**src/rtl/perf_counter_bank_pkg.sv**
```systemverilog
// Shared types and constants for the performance-counter bank.
// Carries the read-port state encoding, the snapshot sequence width and the
// fixed seven-channel export type still used by the legacy debug path.
package perf_counter_bank_pkg;

   localparam int PERF_SNAPSHOT_SEQ_WIDTH   = 8;
   localparam int PERF_LEGACY_NUM_EVENTS    = 7;
   localparam int PERF_LEGACY_COUNTER_WIDTH = 32;

   // Index width for a bank of num_events channels; never narrower than 1 bit.
   function automatic int perf_index_width(input int num_events);
      return (num_events > 1) ? $clog2(num_events) : 1;
   endfunction

   // Channel index as seen by the seven-channel debug instance.
   typedef logic [perf_index_width(PERF_LEGACY_NUM_EVENTS)-1:0] perf_event_index_t;

   // Read-port handshake states.
   typedef enum logic [0:0] {
      PERF_RD_IDLE = 1'b0,
      PERF_RD_RESP = 1'b1
   } perf_read_state_e;

   // Legacy fixed export: seven 32-bit counter fields.
   typedef logic [PERF_LEGACY_NUM_EVENTS-1:0][PERF_LEGACY_COUNTER_WIDTH-1:0] perf_counter_path_t;

endpackage : perf_counter_bank_pkg

```
**src/rtl/perf_counter_cell.sv**
```systemverilog
// One counter channel: live counter with wrap/saturate arithmetic, a sticky
// overflow flag, and the snapshot register that the read port selects from.
module perf_counter_cell #(
   parameter int COUNTER_WIDTH = 32,
   parameter int INC_WIDTH     = 2
) (
   input  logic                     clk,
   input  logic                     rst,
   input  logic [INC_WIDTH-1:0]     inc,
   input  logic                     enable,
   input  logic                     saturate,
   input  logic                     clear,
   input  logic                     capture,
   output logic [COUNTER_WIDTH-1:0] snap_value,
   output logic                     snap_overflow
);

   logic [COUNTER_WIDTH-1:0] cnt;
   logic                     overflow;
   logic [COUNTER_WIDTH:0]   sum;
   logic                     carry;

   // One extra bit on the adder exposes the carry that marks an overflow.
   assign sum   = {1'b0, cnt} + {{(COUNTER_WIDTH + 1 - INC_WIDTH){1'b0}}, inc};
   assign carry = sum[COUNTER_WIDTH];

   // Live counter and sticky overflow: clear beats increment, disabled holds.
   always_ff @(posedge clk) begin
      // NOTE: non-blocking assignments so every register samples pre-edge values.
      if (rst) begin
         cnt      <= '0;
         overflow <= 1'b0;
      end else if (clear) begin
         cnt      <= '0;
         overflow <= 1'b0;
      end else if (enable) begin
         cnt <= (carry && saturate) ? {COUNTER_WIDTH{1'b1}} : sum[COUNTER_WIDTH-1:0];
         if (carry) begin
            overflow <= 1'b1;
         end
      end
   end

   // Snapshot register: captures the value before this cycle's update or clear.
   always_ff @(posedge clk) begin
      // NOTE: snapshots are reset too, because reads after reset must return 0.
      if (rst) begin
         snap_value    <= '0;
         snap_overflow <= 1'b0;
      end else if (capture) begin
         snap_value    <= cnt;
         snap_overflow <= overflow;
      end
   end

endmodule : perf_counter_cell

```
**src/rtl/perf_counter_bank.sv**
```systemverilog
// Parametrised performance-counter bank. Holds the window counter, the
// snapshot sequence counter and the indexed read FSM; the per-channel
// counters live in perf_counter_cell instances.
module perf_counter_bank
   import perf_counter_bank_pkg::*;
#(
   parameter int NUM_EVENTS    = 7,
   parameter int COUNTER_WIDTH = 32,
   parameter int INC_WIDTH     = 2
) (
   input  logic                                    clk,
   input  logic                                    rst,
   input  logic [NUM_EVENTS*INC_WIDTH-1:0]         eventInc,
   input  logic [NUM_EVENTS-1:0]                   enableMask,
   input  logic                                    saturate,
   input  logic                                    clearReq,
   input  logic                                    snapshotReq,
   input  logic [COUNTER_WIDTH-1:0]                windowLength,
   input  logic                                    rdReqValid,
   input  logic [perf_index_width(NUM_EVENTS)-1:0] rdIndex,
   output logic                                    rdReqReady,
   output logic                                    rdRespValid,
   input  logic                                    rdRespReady,
   output logic [COUNTER_WIDTH-1:0]                rdData,
   output logic                                    rdOverflow,
   output logic                                    snapshotDone,
   output logic [PERF_SNAPSHOT_SEQ_WIDTH-1:0]      snapshotSeq
);

   localparam int IDX_W = perf_index_width(NUM_EVENTS);

   logic [COUNTER_WIDTH-1:0] win_cnt;
   logic                     win_expire;
   logic                     clear_all;
   logic                     capture;

   logic [COUNTER_WIDTH-1:0] snap_data [NUM_EVENTS];
   logic [NUM_EVENTS-1:0]    snap_ovf;

   logic [COUNTER_WIDTH-1:0] sel_data;
   logic                     sel_ovf;

   perf_read_state_e         rd_state;

   // Expiry uses >= so shrinking windowLength below the running count still fires.
   assign win_expire = (windowLength != '0) && (win_cnt >= (windowLength - COUNTER_WIDTH'(1)));
   assign clear_all  = clearReq || win_expire;
   assign capture    = snapshotReq || win_expire;

   // Per-channel counters, overflow flags and snapshot registers.
   for (genvar i = 0; i < NUM_EVENTS; i++) begin : g_cell
      perf_counter_cell #(
         .COUNTER_WIDTH (COUNTER_WIDTH),
         .INC_WIDTH     (INC_WIDTH)
      ) u_cell (
         .clk           (clk),
         .rst           (rst),
         .inc           (eventInc[i*INC_WIDTH +: INC_WIDTH]),
         .enable        (enableMask[i]),
         .saturate      (saturate),
         .clear         (clear_all),
         .capture       (capture),
         .snap_value    (snap_data[i]),
         .snap_overflow (snap_ovf[i])
      );
   end

   // Window counter: runs while windowing is enabled, restarts on any clear.
   always_ff @(posedge clk) begin
      if (rst || clear_all) begin
         win_cnt <= '0;
      end else if (windowLength != '0) begin
         win_cnt <= win_cnt + COUNTER_WIDTH'(1);
      end
   end

   // Snapshot pulse and sequence number, both visible the cycle after capture.
   always_ff @(posedge clk) begin
      if (rst) begin
         snapshotDone <= 1'b0;
         snapshotSeq  <= '0;
      end else begin
         snapshotDone <= capture;
         if (capture) begin
            snapshotSeq <= snapshotSeq + PERF_SNAPSHOT_SEQ_WIDTH'(1);
         end
      end
   end

   // Snapshot read mux; indices past the last channel return zero.
   always_comb begin
      // NOTE: defaults first so no path through the loop leaves a latch.
      sel_data = '0;
      sel_ovf  = 1'b0;
      for (int i = 0; i < NUM_EVENTS; i++) begin
         if (rdIndex == IDX_W'(i)) begin
            sel_data = snap_data[i];
            sel_ovf  = snap_ovf[i];
         end
      end
   end

   assign rdReqReady = !rst && (rd_state == PERF_RD_IDLE);

   // Read FSM: latch the selected snapshot on accept, hold it until consumed.
   always_ff @(posedge clk) begin
      if (rst) begin
         rd_state    <= PERF_RD_IDLE;
         rdRespValid <= 1'b0;
         rdData      <= '0;
         rdOverflow  <= 1'b0;
      end else begin
         case (rd_state)
            PERF_RD_IDLE: begin
               if (rdReqValid) begin
                  rdData      <= sel_data;
                  rdOverflow  <= sel_ovf;
                  rdRespValid <= 1'b1;
                  rd_state    <= PERF_RD_RESP;
               end
            end
            PERF_RD_RESP: begin
               if (rdRespReady) begin
                  rdRespValid <= 1'b0;
                  rd_state    <= PERF_RD_IDLE;
               end
            end
            default: begin
               rdRespValid <= 1'b0;
               rd_state    <= PERF_RD_IDLE;
            end
         endcase
      end
   end

endmodule : perf_counter_bank

```
**config.mk**
```make
export PLATFORM = sky130hd
export DESIGN_NAME = perf_counter_bank
export DESIGN_NICKNAME = d
export VERILOG_FILES = /design/src/rtl/perf_counter_bank_pkg.sv /design/src/rtl/perf_counter_cell.sv /design/src/rtl/perf_counter_bank.sv
export SDC_FILE = /design/constraint.sdc
export NUM_CORES = 1
export LEC_CHECK = 0
export ABC_AREA = 1
export BUFFER_PORTS_ARGS = -buffer_cell sky130_fd_sc_hd__buf_2
export CAP_MARGIN = 10
export CORE_ASPECT_RATIO = 1.4
export CORE_MARGIN = 2
export CORE_UTILIZATION = 45
export DETAILED_ROUTE_END_ITERATION = 6
export PLACE_DENSITY = 0.65
export SLEW_MARGIN = 10
export SYNTH_ARGS = -nofsm -noshare
export SYNTH_HDL_FRONTEND = slang
export SYNTH_SLANG_ARGS = --single-unit
```
**constraint.sdc**
```tcl
create_clock -name clk -period 4 [get_ports clk]
set_clock_uncertainty 0.1 [all_clocks]
set_input_delay 1 -clock clk [delete_from_list [all_inputs] [get_ports clk]]
set_output_delay 1 -clock clk [all_outputs]
set_load 0.02 [all_outputs]
```
==> results.sh, run 1 <==
export IMPL_die_x_um=222
export IMPL_p_comb_share_pct=9.1
export IMPL_synthArstFlopShare_pct=0
export IMPL_clkTransAtPathRegs_ns=0.06
export IMPL_ff2ff_setup_slack_ns=0.81
export IMPL_drv_cap=0
export IMPL_seq_power_share_pct=45.8
export IMPL_powerDensity_nw_per_um2=351
export IMPL_grt_pass1_wl_mm=150
export IMPL_fin_nets=4926
export IMPL_hold_class="reg -> reg"
export IMPL_swShare_pct=25.5
export IMPL_stdcell_area_sq_um=34600
export IMPL_hold_viol=0
export IMPL_first_global_vias=28186
export IMPL_synth_cell_types=45
export IMPL_fin_crit_sh_pct=93.2
export IMPL_cp_data_required_time_ns=4.41
export IMPL_r2r_start="g_cell[0].u_cell.cnt[0]$_SDFFE_PP0P_"
export IMPL_synth_seq_cells=538
export IMPL_setup_worst_path_end_class="register"
export IMPL_fin_crit_ns=3.73
export IMPL_drc=0
export IMPL_irDropWorstVdd_uv=249
export IMPL_io_pins=107
export IMPL_synth_fp_nets=4785
export IMPL_synth_area_leaders="dfxtp_1, nand2_1, nor2_1"
export IMPL_firstDrtPassIters=6
export IMPL_port_buffers=106
export IMPL_drive_above_1_share_pct=9.82
export IMPL_dp_slack_ns=-0.580
export IMPL_max_slew_margin_pct=34.3
export IMPL_cts_buffers=53
export IMPL_grt_max_degree=118
export IMPL_p_total_mw=12.1
export IMPL_worstSetupStartpoint="windowLength[1]"
export IMPL_postSynthCellCount=4665
export IMPL_num_vias=30453
export IMPL_areaGrowthSynthToFinish_pct=15.6
export IMPL_ys_flop_type="dfxtp_1"
export IMPL_worstMarginPinSlew_ns=0.985
export IMPL_p_int_mw=9.05
export IMPL_yosysWarnings=0
export IMPL_core_area_sq_um=65700
export IMPL_max_freq_ghz=0.268
export IMPL_yosysMostFrequentCell="nand2_1"
export IMPL_synth_common_cells="nand2_1, nor2_1, dfxtp_1"
export IMPL_worstSetupPathType="in -> reg"
export IMPL_wire_per_inst_um=16.9
export IMPL_rows=111
export IMPL_start_util_pct=45.6
export IMPL_synth_edf_count=0
export IMPL_whs_ns=0.348
export IMPL_switchingPower_mw=3.09
export IMPL_via_per_inst=5.35
export IMPL_avgSynthCellArea_sq_um=6.42
export IMPL_setup_slack_ns=0.274
export IMPL_place_area_sq_um=32300
export IMPL_yosysTopAreaCell="dfxtp_1"
export IMPL_grt_use_total_pct=27.0
export IMPL_cts_tree="done"
export IMPL_critPathMaxFanout=13
export IMPL_power_leakage_nw=13.8
export IMPL_slew_viol_final=0
export IMPL_gp_congestion=0.933
export IMPL_final_antenna_net_count=0
export IMPL_dpl_hpwl_mm=70.9
export IMPL_root_buffer="clkbuf_16"
export IMPL_grt_overflow_total=0
export IMPL_wl_mm=96.0
export IMPL_clock_sinks=538
export IMPL_hold_start="g_cell[4].u_cell.overflow$_SDFFE_PP0P_"
export IMPL_drtIter0Drc=2749
export IMPL_ys_seq_area_share_pct=36.0
export IMPL_crit_arrival_ns=4.14
export IMPL_synth_top_area_share_pct=36.0
export IMPL_p_clk_share_pct=45.1
export IMPL_die_h_um=309
export IMPL_antenna_found_initial=3
export IMPL_cts_buffer_depth=3
export IMPL_crit_path_start_kind="input port"
export IMPL_clkLatencyLatePin_ns=0.62
export IMPL_setup_viol=0
export IMPL_status="complete, no violations"
export IMPL_htree_levels=2
export IMPL_mappedNetlistArea_sq_um=30000
export IMPL_dieArea_sq_um=68700
power groups by stage:
stage	combinational [mW]	sequential [mW]	clock [mW]
after global routing	1.23	5.57	5.75
after global placement	1.05	5.68	0
after detailed placement	1.06	5.68	0
after floorplan	0.640	5.68	0
final	1.11	5.56	5.48
after CTS	1.07	5.56	5.57
layer usage:
layer  global-route usage (%)  routed length [um]  vias to the layer above
met3                     3.02                4950                      209
met4                     12.6                4460                        4
met2                     46.5               46000                      868
li1                         -                   -                    15323
met1                     33.9               40600                    14049
met5                        0                  24                        -
placed cells by master (no fill, tap or decap), drive strengths merged, types with 3 or more instances in the layout:
cell and n:
o22ai 36, o21ai 135, dfxtp 538, a21oi 341, nand4 64, clkinv 9, nand3b 85, or2 33
nor4 29, nor2b 5, inv 484, nor2 837, o21a 3, and2 3, nor3b 10, nor3 124
clkinvlp 7, buf 286, a32oi 3, nand2 1080, bufinv 7, o211ai 33, nand3 383, xor2 85
fa 7, ha 50, clkbuf 77, a31oi 36, xnor2 47
critical path, stage by stage:
cell and delay [ns]:
buf_2 0.11, inv_1 0.07, ha_1 0.16, nand2_1 0.09, nor3_2 0.15, buf_4 0.15
nand3_2 0.09, nor2_2 0.11, nand3_1 0.09, nor2_1 0.15, xor2_1 0.14, inv_1 0.05
ha_1 0.26, nand2_1 0.05, nor2_2 0.12, nand4_1 0.11, nor3b_2 0.20, nand2_1 0.08
nand2_2 0.11, nand2_8 0.11, nand2_8 0.10, inv_12 0.07, buf_4 0.15, clkbuf_16 0.17
nor2_1 0.20
repair_timing:
item	CTS	global route
hold buffers	0	0
resized for setup	0	57
setup buffers	0	6
setup endpoints to repair	0	502
cell families (layout without fill, tap and decap cells):
family,count (synthesis),in the layout,share of synthesized area (%)
simple gates,2659,2659,38.0
buf+inv,686,870,8.92
compound gates,593,593,10.7
flops,538,538,36.0
xor+xnor,132,132,3.86
fa+ha+maj,57,57,2.56
other cells,0,1,0
layout make-up:
type                    instances  area (sq um)
multi-input cells            3441         16700
repair buffers                292          2420
fillers                      6733         31100
clock buffers                  71          1530
diodes                          1          2.50
flip-flops and latches        538         10800
inverters                     480          1820
clock inverters                27           358
well taps                     847          1060
final timing paths:
check	end	depth (start not counted)
hold / removal	g_cell[4].u_cell.overflow$_SDFFE_PP0P_	2
hold reg to reg	g_cell[4].u_cell.overflow$_SDFFE_PP0P_	2
setup / recovery	snapshotDone$_SDFF_PP0_	25
setup reg to reg	g_cell[0].u_cell.cnt[18]$_SDFFE_PP0P_	16
through the flow:
step / TNS (ns) / cells / util, %
2_1_floorplan: -0.663 / 4665 / -
3_3_place_gp: -191.96 / 5586 / 49.2
3_5_place_dp: -226.10 / 5586 / 49.2
4_1_cts: 0 / 5684 / 52.1
5_1_grt: -0.114 / 5697 / 52.7
6_report: 0 / 5697 / 52.7
registers in the layout (all words and copies together), names as in the netlist:
register,cells
g_cell.u_cell.snap_value,224
rdData,32
rdRespValid,1
rd_state,1
g_cell.u_cell.overflow,7
snapshotSeq,8
rdOverflow,1
snapshotDone,1
g_cell.u_cell.snap_overflow,7
g_cell.u_cell.cnt,224
win_cnt,32
Note: power is estimated with default switching activity, not from simulation.
==> run 2, diff against run 1 <==
--- a/config.mk
+++ b/config.mk
@@ -10,9 +10,9 @@
 export CAP_MARGIN = 10
 export CORE_ASPECT_RATIO = 1.4
 export CORE_MARGIN = 2
-export CORE_UTILIZATION = 45
+export CORE_UTILIZATION = 57
 export DETAILED_ROUTE_END_ITERATION = 6
-export PLACE_DENSITY = 0.65
+export PLACE_DENSITY = 0.79
 export SLEW_MARGIN = 10
 export SYNTH_ARGS = -nofsm -noshare
 export SYNTH_HDL_FRONTEND = slang
==> results.sh, run 2 (synthesis results as in run 1) <==
export IMPL_status="complete, but fails checks"
export IMPL_violations="DRC"
export IMPL_first_global_vias=28363
export IMPL_antenna_found_initial=1
export IMPL_worstMarginPinSlew_ns=1.05
export IMPL_fin_nets=4907
export IMPL_start_util_pct=57.6
export IMPL_core_area_sq_um=52000
export IMPL_grt_use_total_pct=32.7
export IMPL_instances_no_fill=5481
export IMPL_use_met3_pct=3.92
export IMPL_dieArea_sq_um=54400
export IMPL_fin_util_pct=65.4
export IMPL_num_vias=30998
export IMPL_setup_slack_ns=0.239
export IMPL_grt_overflow_total=0
export IMPL_areaGrowthSynthToFinish_pct=13.6
export IMPL_root_buffer="clkbuf_16"
export IMPL_rows=99
export IMPL_powerDensity_nw_per_um2=348
export IMPL_die_x_um=198
export IMPL_drive_above_1_share_pct=9.16
export IMPL_r2r_start="g_cell[0].u_cell.cnt[0]$_SDFFE_PP0P_"
export IMPL_setup_viol=0
export IMPL_final_antenna_net_count=0
export IMPL_htree_levels=2
export IMPL_top_usage_layer="met2"
export IMPL_via_per_inst=5.66
export IMPL_hold_class="reg -> reg"
export IMPL_layout_common_cells="nand2_1, nor2_1, dfxtp_1"
export IMPL_gp_congestion=0.986
export IMPL_worstSetupPathType="in -> reg"
export IMPL_cts_buffer_depth=3
export IMPL_use_met1_pct=40.4
export IMPL_port_buffers=106
export IMPL_mostFrequentLayoutCell="nand2_1"
export IMPL_cts_tree="done"
export IMPL_clkTransAtPathRegs_ns=0.07
export IMPL_fin_crit_ns=3.76
export IMPL_critPathMaxFanout=8
export IMPL_irDropWorstVdd_uv=272
export IMPL_slew_viol_final=0
export IMPL_clock_sinks=538
export IMPL_setup_worst_path_end_class="register"
export IMPL_cts_buffers=52
export IMPL_placed_cells=5380
export IMPL_hold_start="g_cell[4].u_cell.overflow$_SDFFE_PP0P_"
export IMPL_stdcell_area_sq_um=34000
export IMPL_ff2ff_setup_slack_ns=0.91
export IMPL_min_to="g_cell[4].u_cell.overflow$_SDFFE_PP0P_"
export IMPL_setup_tns_ns=0
export IMPL_firstDrtPassIters=7
export IMPL_drc=2
export IMPL_max_freq_ghz=0.266
export IMPL_dp_slack_ns=-0.483
export IMPL_reg_top3="g_cell.u_cell.cnt (224), g_cell.u_cell.snap_value (224)"
export IMPL_crit_arrival_ns=4.18
export IMPL_crit_path_start_kind="input port"
export IMPL_wire_per_inst_um=16.7
export IMPL_worstHoldPathCells=2
export IMPL_clkLatencyLatePin_ns=0.59
export IMPL_cp_data_required_time_ns=4.42
export IMPL_dpl_hpwl_mm=66.7
export IMPL_grt_max_degree=86
export IMPL_met2_usage_pct=56.3
export IMPL_max_slew_margin_pct=29.9
export IMPL_grt_pass1_wl_mm=144
export IMPL_drtIter0Drc=2997
export IMPL_power_leakage_nw=13.6
export IMPL_fin_crit_sh_pct=94.0
export IMPL_die_h_um=275
export IMPL_r2r_cells=16
export IMPL_drv_cap=0
export IMPL_whs_ns=0.339
export IMPL_hold_viol=0
export IMPL_rsz0062_at_grt="true"
export IMPL_p_total_mw=11.8
export IMPL_place_area_sq_um=31900
export IMPL_wl_mm=91.4
export IMPL_reg2reg_to="g_cell[0].u_cell.cnt[18]$_SDFFE_PP0P_"
export IMPL_io_pins=107
==> run 2: cell types whose count changed in the layout (fill, tap and decap cells not counted), sizes merged <==
cell	previous run	this run
clkinv	9	13
buf	286	269
clkbuf	77	72
inv	484	481
clkinvlp	7	3
==> run 2: power by group <==
part           switching, mW  total, mW  leakage, nW  internal, mW
combinational          0.694       1.07         8.39         0.379
sequential            0.0630       5.56         4.38          5.50
clock                   2.21       5.20        0.861          2.99
total                   2.97       11.8         13.6          8.87
==> run 2: worst max-delay path by stage <==
stage	endpoint	depth (start not counted)	startpoint
floorplan	g_cell[0].u_cell.cnt[13]$_SDFFE_PP0P_	20	windowLength[0]
global placement	g_cell[6].u_cell.snap_value[30]$_SDFFE_PP0P_	26	windowLength[2]
detailed placement	g_cell[3].u_cell.snap_value[25]$_SDFFE_PP0P_	26	windowLength[2]
CTS	g_cell[6].u_cell.snap_value[30]$_SDFFE_PP0P_	26	windowLength[2]
global route	g_cell[2].u_cell.snap_value[12]$_SDFFE_PP0P_	25	windowLength[2]
finish	g_cell[2].u_cell.snap_value[12]$_SDFFE_PP0P_	25	windowLength[2]
==> run 2: critical path, cell delays in order <==
cell and delay (ns):
buf_2 0.11, nor2_2 0.12, nand2_1 0.07, nor2_2 0.11, nand2_1 0.09, nor2_1 0.09, buf_4 0.14, nand2_1 0.11
nor3_4 0.18, nand3_1 0.12, xor2_1 0.16, ha_1 0.30, nand2_1 0.07, nor2_2 0.12, nand4_1 0.12, nor3b_2 0.18
nand2_1 0.08, nand2_2 0.12, nand2_8 0.10, buf_12 0.18, buf_16 0.15, buf_4 0.17, nand3b_1 0.08, nand2_1 0.06
nor2_1 0.12
==> run 2: area by class of cell <==
class / count / area, sq um
diodes: 1 / 2.50
fillers: 4751 / 18000
multi-input cells: 3441 / 16700
clock buffers: 67 / 1440
inverters: 480 / 1830
repair buffers: 274 / 2200
flip-flops and latches: 538 / 10800
clock inverters: 24 / 318
well taps: 656 / 821
==> run 2: metal layers <==
layer	wire length [um]	part of all wire [%]
met2	43800	48
met5	0	0
met4	4890	5.3
met1	36400	40
met3	6360	7.0
==> run 2: timing repair <==
item,in CTS,in global routing
hold buffers,0,0
gates resized for setup,0,44
buffers inserted,0,4
endpoints found under the setup margin,0,493
